## config.mk

```make
export PLATFORM = sky130hd
export DESIGN_NAME = bus_mem_responder_flat
export DESIGN_NICKNAME = d
export VERILOG_FILES = /design/src/rtl/bus_mem_responder_if.sv /design/src/rtl/bus_mem_responder.sv /design/src/flat_wrapper.sv
export SDC_FILE = /design/constraint.sdc
export NUM_CORES = 1
export LEC_CHECK = 0
export ABC_AREA = 1
export CAP_MARGIN = 15
export CORE_MARGIN = 8
export CORE_UTILIZATION = 48
export DETAILED_ROUTE_END_ITERATION = 6
export GPL_ROUTABILITY_DRIVEN = 0
export PLACE_DENSITY = 0.9
export REMOVE_ABC_BUFFERS = 1
export SYNTH_ARGS = -nofsm -noshare
export SYNTH_HDL_FRONTEND = slang
export SYNTH_SLANG_ARGS = --single-unit
```

## constraint.sdc

```tcl
create_clock -name clock -period 2.9 [get_ports clock]
set_clock_uncertainty 0.05 [all_clocks]
set_input_delay 0.58 -clock clock [delete_from_list [all_inputs] [get_ports clock]]
set_output_delay 0.58 -clock clock [all_outputs]
set_load 0.05 [all_outputs]
```

## src/rtl/bus_mem_responder_if.sv

```systemverilog
// Bus-side request/response bundle between an L1 bus master and the memory responder.
// The master drives requests; the slave (responder) returns per-beat MEM_RESP.
interface bus_mem_responder_if #(
    parameter int DATA_WIDTH      = 32,
    parameter int ADDRESS_BITS    = 32,
    parameter int MSG_BITS        = 4,
    parameter int BUS_OFFSET_BITS = 0,
    parameter int MAX_OFFSET_BITS = 3
);
    localparam int BUS_WIDTH = DATA_WIDTH << BUS_OFFSET_BITS;
    localparam int OFF_W     = $clog2(MAX_OFFSET_BITS) + 1;

    logic [MSG_BITS-1:0]     bus_msg_in;
    logic [ADDRESS_BITS-1:0] bus_address_in;
    logic [BUS_WIDTH-1:0]    bus_data_in;
    logic [OFF_W-1:0]        req_offset;
    logic [MSG_BITS-1:0]     bus_msg_out;
    logic [BUS_WIDTH-1:0]    bus_data_out;
    logic                    bus_last;
    logic                    req_ready;

    modport master (
        output bus_msg_in, bus_address_in, bus_data_in, req_offset,
        input  bus_msg_out, bus_data_out, bus_last, req_ready
    );

    modport slave (
        input  bus_msg_in, bus_address_in, bus_data_in, req_offset,
        output bus_msg_out, bus_data_out, bus_last, req_ready
    );
endinterface

```

## src/rtl/bus_mem_responder.sv

```systemverilog
// Memory-side bus responder: serves line reads and write-backs beat by beat
// against a word-addressed backing memory, one MEM_RESP per completed beat.
module bus_mem_responder #(
    parameter int DATA_WIDTH      = 32,
    parameter int ADDRESS_BITS    = 32,
    parameter int MSG_BITS        = 4,
    parameter int BUS_OFFSET_BITS = 0,
    parameter int MAX_OFFSET_BITS = 3,
    parameter logic [MSG_BITS-1:0] NO_REQ   = MSG_BITS'(0),
    parameter logic [MSG_BITS-1:0] R_REQ    = MSG_BITS'(1),
    parameter logic [MSG_BITS-1:0] WB_REQ   = MSG_BITS'(2),
    parameter logic [MSG_BITS-1:0] MEM_RESP = MSG_BITS'(8)
) (
    input  logic                                         clock,
    input  logic                                         reset,
    bus_mem_responder_if.slave                           bus,
    output logic                                         mem_read,
    output logic                                         mem_write,
    output logic [ADDRESS_BITS-1:0]                      mem_address,
    output logic [(DATA_WIDTH<<BUS_OFFSET_BITS)-1:0]     mem_data_out,
    input  logic [(DATA_WIDTH<<BUS_OFFSET_BITS)-1:0]     mem_data_in,
    input  logic                                         mem_valid
);
    localparam int BUS_WIDTH = DATA_WIDTH << BUS_OFFSET_BITS;
    localparam int OFF_W     = $clog2(MAX_OFFSET_BITS) + 1;
    localparam int CNT_W     = MAX_OFFSET_BITS + 1;

    typedef enum logic [2:0] {
        IDLE, RD_WAIT, RD_RESP, WR_WAIT, WR_ACK, WR_LOAD, DONE
    } state_t;

    state_t                  state_q, state_d;
    logic [CNT_W-1:0]        beat_q, beat_d;
    logic [OFF_W-1:0]        eo_q, eo_d;
    logic [ADDRESS_BITS-1:0] base_q, base_d;
    logic [MSG_BITS-1:0]     msg_out_q, msg_out_d;
    logic [BUS_WIDTH-1:0]    data_out_q, data_out_d;
    logic                    last_q, last_d;
    logic                    ready_q, ready_d;
    logic                    rd_q, rd_d;
    logic                    wr_q, wr_d;
    logic [ADDRESS_BITS-1:0] addr_q, addr_d;
    logic [BUS_WIDTH-1:0]    wdata_q, wdata_d;

    logic [OFF_W-1:0]        req_eo;
    logic [ADDRESS_BITS-1:0] req_base;
    logic [CNT_W-1:0]        last_idx;
    logic [CNT_W-1:0]        next_beat;
    logic [ADDRESS_BITS-1:0] next_addr;
    logic                    final_beat;

    // Requests larger than the supported line are clamped, not rejected.
    always_comb begin
        req_eo   = (bus.req_offset > OFF_W'(MAX_OFFSET_BITS)) ? OFF_W'(MAX_OFFSET_BITS)
                                                              : bus.req_offset;
        req_base = bus.bus_address_in
                   & ~((ADDRESS_BITS'(1) << req_eo) - ADDRESS_BITS'(1));
        if (eo_q > OFF_W'(BUS_OFFSET_BITS))
            last_idx = CNT_W'((32'd1 << (eo_q - OFF_W'(BUS_OFFSET_BITS))) - 32'd1);
        else
            last_idx = '0;
        final_beat = (beat_q == last_idx);
        next_beat  = beat_q + CNT_W'(1);
        next_addr  = base_q + (ADDRESS_BITS'(next_beat) << BUS_OFFSET_BITS);
    end

    always_comb begin
        state_d    = state_q;
        beat_d     = beat_q;
        eo_d       = eo_q;
        base_d     = base_q;
        msg_out_d  = NO_REQ;
        data_out_d = data_out_q;
        last_d     = 1'b0;
        ready_d    = ready_q;
        rd_d       = 1'b0;
        wr_d       = 1'b0;
        addr_d     = addr_q;
        wdata_d    = wdata_q;
        case (state_q)
            IDLE: begin
                if (bus.bus_msg_in == R_REQ || bus.bus_msg_in == WB_REQ) begin
                    eo_d    = req_eo;
                    base_d  = req_base;
                    beat_d  = '0;
                    addr_d  = req_base;
                    ready_d = 1'b0;
                    if (bus.bus_msg_in == R_REQ) begin
                        rd_d    = 1'b1;
                        state_d = RD_WAIT;
                    end else begin
                        wr_d    = 1'b1;
                        wdata_d = bus.bus_data_in;
                        state_d = WR_WAIT;
                    end
                end
            end
            RD_WAIT: begin
                if (mem_valid) begin
                    msg_out_d  = MEM_RESP;
                    data_out_d = mem_data_in;
                    last_d     = final_beat;
                    state_d    = RD_RESP;
                end
            end
            RD_RESP: begin
                if (final_beat) begin
                    state_d = DONE;
                end else begin
                    beat_d  = next_beat;
                    addr_d  = next_addr;
                    rd_d    = 1'b1;
                    state_d = RD_WAIT;
                end
            end
            WR_WAIT: begin
                if (mem_valid) begin
                    msg_out_d = MEM_RESP;
                    last_d    = final_beat;
                    state_d   = WR_ACK;
                end
            end
            WR_ACK: begin
                if (final_beat) begin
                    state_d = DONE;
                end else begin
                    beat_d  = next_beat;
                    addr_d  = next_addr;
                    state_d = WR_LOAD;
                end
            end
            // The master has had a cycle to present the next beat's data.
            WR_LOAD: begin
                wr_d    = 1'b1;
                wdata_d = bus.bus_data_in;
                state_d = WR_WAIT;
            end
            DONE: begin
                if (bus.bus_msg_in == NO_REQ) begin
                    ready_d = 1'b1;
                    state_d = IDLE;
                end
            end
            default: begin
                ready_d = 1'b1;
                state_d = IDLE;
            end
        endcase
    end

    always_ff @(posedge clock or negedge reset) begin
        if (!reset) begin
            state_q    <= IDLE;
            beat_q     <= '0;
            eo_q       <= '0;
            base_q     <= '0;
            msg_out_q  <= NO_REQ;
            data_out_q <= '0;
            last_q     <= 1'b0;
            ready_q    <= 1'b1;
            rd_q       <= 1'b0;
            wr_q       <= 1'b0;
            addr_q     <= '0;
            wdata_q    <= '0;
        end else begin
            state_q    <= state_d;
            beat_q     <= beat_d;
            eo_q       <= eo_d;
            base_q     <= base_d;
            msg_out_q  <= msg_out_d;
            data_out_q <= data_out_d;
            last_q     <= last_d;
            ready_q    <= ready_d;
            rd_q       <= rd_d;
            wr_q       <= wr_d;
            addr_q     <= addr_d;
            wdata_q    <= wdata_d;
        end
    end

    assign bus.bus_msg_out  = msg_out_q;
    assign bus.bus_data_out = data_out_q;
    assign bus.bus_last     = last_q;
    assign bus.req_ready    = ready_q;
    assign mem_read         = rd_q;
    assign mem_write        = wr_q;
    assign mem_address      = addr_q;
    assign mem_data_out     = wdata_q;
endmodule

```

## src/flat_wrapper.sv

```systemverilog
// flat-port wrapper written by rule: the top's interface ports become plain ports
module bus_mem_responder_flat 
#(
    parameter int DATA_WIDTH      = 32,
    parameter int ADDRESS_BITS    = 32,
    parameter int MSG_BITS        = 4,
    parameter int BUS_OFFSET_BITS = 0,
    parameter int MAX_OFFSET_BITS = 3,
    parameter logic [MSG_BITS-1:0] NO_REQ   = MSG_BITS'(0),
    parameter logic [MSG_BITS-1:0] R_REQ    = MSG_BITS'(1),
    parameter logic [MSG_BITS-1:0] WB_REQ   = MSG_BITS'(2),
    parameter logic [MSG_BITS-1:0] MEM_RESP = MSG_BITS'(8)
)
  (clock, reset, mem_read, mem_write, mem_address, mem_data_out, mem_data_in, mem_valid, bus_bus_msg_in, bus_bus_address_in, bus_bus_data_in, bus_req_offset, bus_bus_msg_out, bus_bus_data_out, bus_bus_last, bus_req_ready);
  bus_mem_responder_if #(.DATA_WIDTH(DATA_WIDTH), .ADDRESS_BITS(ADDRESS_BITS), .MSG_BITS(MSG_BITS), .BUS_OFFSET_BITS(BUS_OFFSET_BITS), .MAX_OFFSET_BITS(MAX_OFFSET_BITS)) bus_i ();
  input  logic clock;
  input  logic reset;
  output logic mem_read;
  output logic mem_write;
  output logic [ADDRESS_BITS-1:0] mem_address;
  output logic [(DATA_WIDTH<<BUS_OFFSET_BITS)-1:0] mem_data_out;
  input  logic [(DATA_WIDTH<<BUS_OFFSET_BITS)-1:0] mem_data_in;
  input  logic mem_valid;
  input wire logic [$bits(bus_i.bus_msg_in)-1:0] bus_bus_msg_in;
  input wire logic [$bits(bus_i.bus_address_in)-1:0] bus_bus_address_in;
  input wire logic [$bits(bus_i.bus_data_in)-1:0] bus_bus_data_in;
  input wire logic [$bits(bus_i.req_offset)-1:0] bus_req_offset;
  output wire logic [$bits(bus_i.bus_msg_out)-1:0] bus_bus_msg_out;
  output wire logic [$bits(bus_i.bus_data_out)-1:0] bus_bus_data_out;
  output wire logic [$bits(bus_i.bus_last)-1:0] bus_bus_last;
  output wire logic [$bits(bus_i.req_ready)-1:0] bus_req_ready;
  assign bus_i.bus_msg_in = bus_bus_msg_in;
  assign bus_i.bus_address_in = bus_bus_address_in;
  assign bus_i.bus_data_in = bus_bus_data_in;
  assign bus_i.req_offset = bus_req_offset;
  assign bus_bus_msg_out = bus_i.bus_msg_out;
  assign bus_bus_data_out = bus_i.bus_data_out;
  assign bus_bus_last = bus_i.bus_last;
  assign bus_req_ready = bus_i.req_ready;
  bus_mem_responder #(.DATA_WIDTH(DATA_WIDTH), .ADDRESS_BITS(ADDRESS_BITS), .MSG_BITS(MSG_BITS), .BUS_OFFSET_BITS(BUS_OFFSET_BITS), .MAX_OFFSET_BITS(MAX_OFFSET_BITS), .NO_REQ(NO_REQ), .R_REQ(R_REQ), .WB_REQ(WB_REQ), .MEM_RESP(MEM_RESP)) u_core (.clock(clock), .reset(reset), .bus(bus_i), .mem_read(mem_read), .mem_write(mem_write), .mem_address(mem_address), .mem_data_out(mem_data_out), .mem_data_in(mem_data_in), .mem_valid(mem_valid));
endmodule
```

After elaboration in Yosys (flattened, before gate mapping)
Index checks and enable logic that the tools add are counted. Widths: inputs -> output; s select.

Register bits: 146. Latch bits: 0. Memory bits (writable): 0. Bits in read-only memories: 0. Input port bits: 106. Output and inout port bits: 104. Memories: 0.

$add $sub $neg: 4. $mul: 0. Div/mod/pow operators: 0. $lt $le $gt $ge: 2. Eq/ne operators: 15. Shifts and indexed selects: 2. Muxes and demuxes: 33. Bitwise logic cells: 3. Reductions and logical operators: 14.

Operators by type and width (count): $mux 32 (4); $pmux 32 s2 (2); $add 32x4->32 (1); $and 32x32->32 (1); $not 32->32 (1); $shl 1x3->32 const A (1); $sub 32x1->32 const B (1); $pmux 3 s7 (1); $mux 4 (5); $mux 3 (6); $eq 3x3->1 const B (3); $mux 1 (9); $reduce_and 3->1 (3); $ne 2x2->1 const B (4); $pmux 4 s2 (1); $eq 3x2->1 const B (2); $reduce_or 5->1 (1); $add 4x1->4 const B (1); $eq 4x1->1 const B (1); $eq 4x2->1 const B (1); $eq 4x4->1 (1); $logic_not 4->1 (1); $mux 2 (2); $ne 2x1->1 const B (2); other kinds (14) (18).

Longest topological paths before layout
Gate-level depths: netlist (run 1).

Depth after elaboration: 8. Gate-level depth with buffers: 15. Depth with buffers taken out: 15.

Least setup slack after synthesis (run 1)
OpenSTA, ideal clock, no wires.

Path kind: register to register. From: register u_core.beat_q[0]. To: register u_core.addr_q[24] (netlist: u_core.mem_address[24]). Library setup time: 66 ps. Arrival: 2133 ps. Required time: 2784 ps. Path slack: 651 ps. Cell stages (with the launch flop): 14. Buffers on the path: 0. Period minus slack after synthesis: 2249 ps. Path through: dfrtp_1 -> ha_1 -> xnor2_1 -> inv_1 -> ha_1 -> nand2_1 -> nand2_1 -> nand3_4 -> nor2_1 -> nand2_1 -> or2_2 -> nand3_1 -> nand2_1 -> nand2_1.

Longest elaborated chain between the ends: 4.

RTL lines: start, declared (line bus_mem_responder.sv:33) `logic [CNT_W-1:0] beat_q, beat_d;`; start signal, assigned (line bus_mem_responder.sv:167) `beat_q <= beat_d;`; $add 4x1->4 (line bus_mem_responder.sv:63) `next_beat = beat_q + CNT_W'(1);`; $add 32x4->32 (line bus_mem_responder.sv:64) `next_addr = base_q + (ADDRESS_BITS'(next_beat) << BUS_OFFSET_BITS);`; $mux 32 (line bus_mem_responder.sv:107, bus_mem_responder.sv:124); $pmux 32 s2 (line bus_mem_responder.sv:80) `case (state_q)`; end signal, assigned (line bus_mem_responder.sv:176) `addr_q <= addr_d;`; end, declared (line bus_mem_responder.sv:42) `logic [ADDRESS_BITS-1:0] addr_q, addr_d;`.

Parallel ways exist; a longest one is shown, timed or not. The select of a mux whose other input is x is not followed. A chain may end at the register's enable or synchronous reset.

Worst setup path in the final report (run 1)
From: register u_core.beat_q[0]. To: register u_core.addr_q[28] (netlist: u_core.mem_address[28]).

Same word-level chain as after synthesis.

==> results of run 1 <==
-- how the worst max path moves through the flow --
stage,from,to,cells past startpoint
2_1_floorplan,bus_bus_msg_in[3],u_core.mem_address[17],9
3_3_place_gp,bus_req_offset[1],u_core.mem_address[6],11
3_5_place_dp,bus_req_offset[1],u_core.mem_address[6],11
4_1_cts,u_core.beat_q[0],u_core.mem_address[28],13
5_1_grt,u_core.beat_q[0],u_core.mem_address[24],13
6_report,u_core.beat_q[0],u_core.mem_address[28],13
-- synth_stat cells (all sizes together) --
master   count  share of area (%)
nand2      299                 16
dfrtp      142                 49
nor2        91                5.0
inv         71                3.8
mux2        64                 10
nand3       59                4.4
o21ai       44                3.1
buf         23                2.3
ha           7                1.2
nand4        7               0.61
or2          6               0.52
xor2         6               0.73
clkbuf       5               0.26
nand3b       4               0.42
nor3         4               0.44
a21oi        3               0.21
xnor2        3               0.37
conb         2               0.10
a31oi        1              0.087
a32o         1               0.14
and2         1              0.087
dfstp        1               0.37
fa           1               0.28
nor2b        1              0.087
o2111ai      1               0.12
o211ai       1               0.10
o22ai        1              0.087
o31ai        1               0.10
-- cell families (layout without fill, tap and decap cells) --
family	Yosys count	count (layout)
xor gates and xnor gates	9	9
other	2	5
adders and majority gates	8	8
AOI/OAI and AO/OA	53	53
and+or+nand+nor	472	472
DFF	143	143
buffers and inverters	99	318
muxes	64	64
-- sequential cells by signal, summed over array words and instances (netlist names) --
| register | flops |
|---|---|
| u_core.bus.bus_data_out | 32 |
| u_core.mem_address | 32 |
| u_core.mem_data_out | 32 |
| u_core.bus.req_ready | 1 |
| u_core.mem_read | 1 |
| u_core.state_q | 3 |
| u_core.beat_q | 4 |
| u_core.bus.bus_msg_out | 1 |
| u_core.eo_q | 3 |
| u_core.base_q | 32 |
| u_core.bus.bus_last | 1 |
| u_core.mem_write | 1 |
-- stage by stage --
step | hold WS [ps] | util (%)
2_1_floorplan | 234 | -
3_3_place_gp | 414 | 64.5
3_5_place_dp | 417 | 64.5
4_1_cts | 432 | 68.4
5_1_grt | 447 | 68.4
6_report | 430 | 68.4
-- power by group --
| group | switching, mW | internal [mW] |
|---|---|---|
| clock network | 0.897 | 1.22 |
| registers | 0.763 | 2.97 |
| logic | 4.57 | 2.40 |
-- routing by layer --
| layer | GRT usage [%] | share of wire, % |
|---|---|---|
| met1 | 25.8 | 39 |
| met2 | 41.8 | 54 |
| met3 | 4.97 | 5.9 |
| met4 | 5.89 | 1.2 |
| met5 | 0 | 0 |
-- worst max-delay path: cells and delay by family, from the launching register on --
kind	cells	cell delay (ps)
AND/OR/NAND/NOR	9	1160
adder cells (fa/ha/maj)	2	610
flip-flops	1	440
XOR/XNOR	1	190
buffers and inverters	1	70
-- cell type report --
type	count	area [um2]
clock buffers	18	439
clock inverters	14	128
fillers	1128	4600
inverters	71	272
multi-input cells	611	3180
flip-flops and latches	143	3580
well taps	184	230
repair buffers	215	2160
==> results.toml, run 1 <==
[placement]
pre_cts_slack_ps = 246
dpl.hpwl_um = 16400
dpl-instance-area_um2 = 9410
placedCellCount = 1223
portBuffers = 206

[routing]
drt_iter0_markers = 581
via_per_inst = 5.19
dr.pass1.iters = 5
detailroute.via_count = 6513
routedWlPerCell_um = 17.2
drt-total-wl_um = 21600
drc_errors = 0
ant_nets = 0

[timing]
setup_viol = 0
rsz0062_at_grt = "no"
slew_violations = 0
period_minus_slack_ps = 2600
finalHoldViolCount = 0
post-route-period-util_pct = 89.7
worst_pin_slew_ps = 587
slew_headroom_pct = 60.8
fmax_ghz = 0.384
finalWorstSetupSlack_ps = 298
setup_tns_ps = 0

[critical_path]
cp_cell_sequence = "ha_1 > xnor2_1 > inv_1 > ha_1 > nand2_1 > nand2_1 > nand2_1 > nor2_1 > nand2_1 > or2_2 > nand3_1 > nand2_1 > nand2_1"
end_kind = "register"
r2r_slack_ps = 300
rr_worst_depth = 13
cp_max_fo = 7
critPathLaunchType = "register"
crit_arrival_ps = 2910
critPathKind = "register to register"
r2r-start = "u_core.beat_q[0]"
crit_path_max_incr_delay_ps = 440
crit_path_frequent_cell = "nand2_1"
cp_slowest_cell = "dfrtp_1"
reg2reg_to = "u_core.mem_address[28]"
cp.required_ps = 3200

[logic_synthesis]
ys_seq_area_share_pct = 49.8
synth_compound_area_share_pct = 3.92
synthAdderAreaFrac_pct = 1.50
synthMuxAreaShare_pct = 10.0
avgSynthCellArea_um2 = 8.46
synth_seq_cells = 143
yosys.area_share.simple_pct = 27.3
ys_types = 41
netlist_area_um2 = 7190
synth_top_family_by_area = "simple AND/OR/NAND/NOR gates"
syn_inst = 850
synth_xor_area_share_pct = 1.10
ys_warn_count = 0

[power]
irDropWorstVdd_uv = 1040
p_leak_nw = 4.64
finalPower_mw = 12.8
powerDensity_nw_per_um2 = 1280

[final_layout]
fin_area_um2 = 9990
fin_nets = 1173
stdcell_count = 1256
antenna_cells = 0
mostFrequentLayoutCells = "nand2_1, clkdlybuf4s50_1, dfrtp_1, nor2_1, inv_1"
area_growth_pct = 38.9
layout_commonest_cell = "nand2_1"
drive_gt1_share_pct = 11.0

[run]
maxCapViolations = 0

[grt]
antenna_found_initial = 0
grt_max_degree = 56
grt_overflow = 0
grt_first_pass_wirelength_um = 35100
grt_usage_pct = 22.7
grt_pass1_vias = 6686

[cts]
htreeDepth = 4
cts_tree = "yes"
cts_setup_buffers = 0
ctsHoldBuffers = 1
cts_resized = 0
cts_num_sinks = 143
cts_made_buffers = 17
clock_tree.root_cell = "clkbuf_16"
clk_path_buf_depth = 2
clk-insertion-delay-late_ps = 420
clk_pin_slew_worst_paths_ps = 60

[floorplanning]
die_area_um2 = 19200
pin_count = 210
die_w_um = 138
start_util_pct = 49.3
num_rows = 44
core_area_um2 = 14600
die-height_um = 138

[min_path]
hp-class = "register to register"
hp-start = "u_core.mem_address[2]"
hold_end = "u_core.mem_address[2]"
whs_path_depth = 2

[outcome]
outcome = "completed"
(Power assumes the default switching activity.)
==> inputs of run 2 (changes only) <==
--- a/config.mk
+++ b/config.mk
@@ -9,6 +9,7 @@
 export CAP_MARGIN = 15
 export CORE_MARGIN = 8
 export CORE_UTILIZATION = 48
+export CTS_BUF_LIST = sky130_fd_sc_hd__clkbuf_16
 export DETAILED_ROUTE_END_ITERATION = 6
 export GPL_ROUTABILITY_DRIVEN = 0
 export PLACE_DENSITY = 0.9
==> run 2 against run 1 <==
Against the previous run: final cell count did not move; largest power group unchanged; worst hold slack barely moved; worst setup slack got worse by 4.6 ps; first-iteration DRC count rose by 0.69%.
==> results.toml, run 2 (synthesized netlist as in run 1, its figures left out) <==
[outcome]
outcome = "completed"

[power]
finalPower_mw = 12.8
powerDensity_nw_per_um2 = 1280
irDropWorstVdd_uv = 1040
p_leak_nw = 4.64

[floorplanning]
core_area_um2 = 14600
die-height_um = 138
pin_count = 210
num_rows = 44
die_w_um = 138
die_area_um2 = 19200
start_util_pct = 49.3

[cts]
clock_tree.root_cell = "clkbuf_16"
cts_setup_buffers = 0
cts_resized = 0
clk-insertion-delay-late_ps = 420
clk_pin_slew_worst_paths_ps = 60
cts_made_buffers = 17
cts_num_sinks = 143
htreeDepth = 4
ctsHoldBuffers = 1
clk_path_buf_depth = 2
cts_tree = "yes"

[timing]
rsz0062_at_grt = "no"
period_minus_slack_ps = 2610
fmax_ghz = 0.384
slew_violations = 0
worst_pin_slew_ps = 587
setup_viol = 0
post-route-period-util_pct = 89.9
finalHoldViolCount = 0
finalWorstSetupSlack_ps = 293
hold_ws_ps = 430
slew_headroom_pct = 60.8

[min_path]
hold_end = "u_core.mem_address[2]"
hp-start = "u_core.mem_address[2]"
hp-class = "register to register"
whs_path_depth = 2

[placement]
dpl.hpwl_um = 16400
placedCellCount = 1223
pre_cts_slack_ps = 246
portBuffers = 206

[critical_path]
cp.required_ps = 3200
cp_slowest_cell = "dfrtp_1"
end_kind = "register"
r2r_slack_ps = 290
r2r-start = "u_core.beat_q[0]"
cp_max_fo = 7
rr_worst_depth = 13
reg2reg_to = "u_core.mem_address[28]"
crit_family = "simple AND/OR/NAND/NOR gates"
crit_path_frequent_cell = "nand2_1"
critPathKind = "register to register"
cp_cell_sequence = "ha_1 > xnor2_1 > inv_1 > ha_1 > nand2_1 > nand2_1 > nand2_1 > nor2_1 > nand2_1 > or2_2 > nand3_1 > nand2_1 > nand2_1"
crit_arrival_ps = 2910
critPathLaunchType = "register"
critPathBufInv = 1
crit_path_max_incr_delay_ps = 440

[routing]
drt-total-wl_um = 21600
ant_nets = 0
routedWlPerCell_um = 17.2
via_per_inst = 5.20
detailroute.via_count = 6530
drt_iter0_markers = 585
drc_errors = 0
dr.pass1.iters = 5

[grt]
grt_usage_pct = 22.7
grt_overflow = 0
grt_first_pass_wirelength_um = 35200
antenna_found_initial = 0
grt_max_degree = 56
grt_pass1_vias = 6685

[final_layout]
stdcell_count = 1256
drive_gt1_share_pct = 10.9
fin_nets = 1173
layout_commonest_cell = "nand2_1"
multi_input_area_um2 = 3180
regArea_um2 = 3580
nFillCells = 1131
antenna_cells = 0
area_growth_pct = 38.8
mostFrequentLayoutCells = "nand2_1, clkdlybuf4s50_1, dfrtp_1, nor2_1, inv_1"

[run]
maxCapViolations = 0
## run 2: cell count changes in the layout (fill, tap and decap cells not counted)
cell | previous run | this run
clkinv_1 | 0 | 1
clkbuf_8 | 1 | 0
## run 2: power by group
group	internal (mW)	switching (mW)
sequential	2.97	0.764
combinational	2.40	4.57
clock	1.19	0.896
## run 2: worst register-to-register path, cell delays in order, from the launching register on
cell	delay, ps
dfrtp_1	440
ha_1	240
xnor2_1	190
inv_1	70
ha_1	380
nand2_1	100
nand2_1	130
nand2_1	100
nor2_1	260
nand2_1	130
or2_2	280
nand3_1	60
nand2_1	50
nand2_1	50
## run 2: worst max path at each step
| stage | startpoint | end | cells after the start |
|---|---|---|---|
| 2_1_floorplan | bus_bus_msg_in[3] | u_core.mem_address[17] | 9 |
| 3_3_place_gp | bus_req_offset[1] | u_core.mem_address[6] | 11 |
| 3_5_place_dp | bus_req_offset[1] | u_core.mem_address[6] | 11 |
| 4_1_cts | u_core.beat_q[0] | u_core.mem_address[28] | 13 |
| 5_1_grt | u_core.beat_q[0] | u_core.mem_address[24] | 13 |
| 6_report | u_core.beat_q[0] | u_core.mem_address[28] | 13 |
## run 2: cell type report
cell class                      instances  share of cell area [%]
Clock buffer                           17                    4.26
Clock inverter                         15                    1.32
Inverter                               71                    2.72
Multi-Input combinational cell        611                    31.9
Sequential cell                       143                    35.9
Tap cell                              184                    2.31
Timing Repair Buffer                  215                    21.6
## run 2: stage by stage
step	TNS, ps	util [%]	cell area (um2)
after floorplan	-26220	-	7020
after detailed placement	0	64.5	9410
after global placement	0	64.5	9410
final	0	68.4	9980
after global routing	0	68.4	9980
after CTS	0	68.4	9980
## run 2: metal layers
| layer | wire [um] | track usage (%) | share of wire, % | vias up |
|---|---|---|---|---|
| li1 | - | - | - | 3134 |
| met1 | 8500 | 25.9 | 39 | 3161 |
| met2 | 11600 | 41.8 | 54 | 219 |
| met3 | 1260 | 4.97 | 5.8 | 16 |
| met4 | 248 | 5.89 | 1.1 | 0 |
| met5 | 0 | 0 | 0 | - |
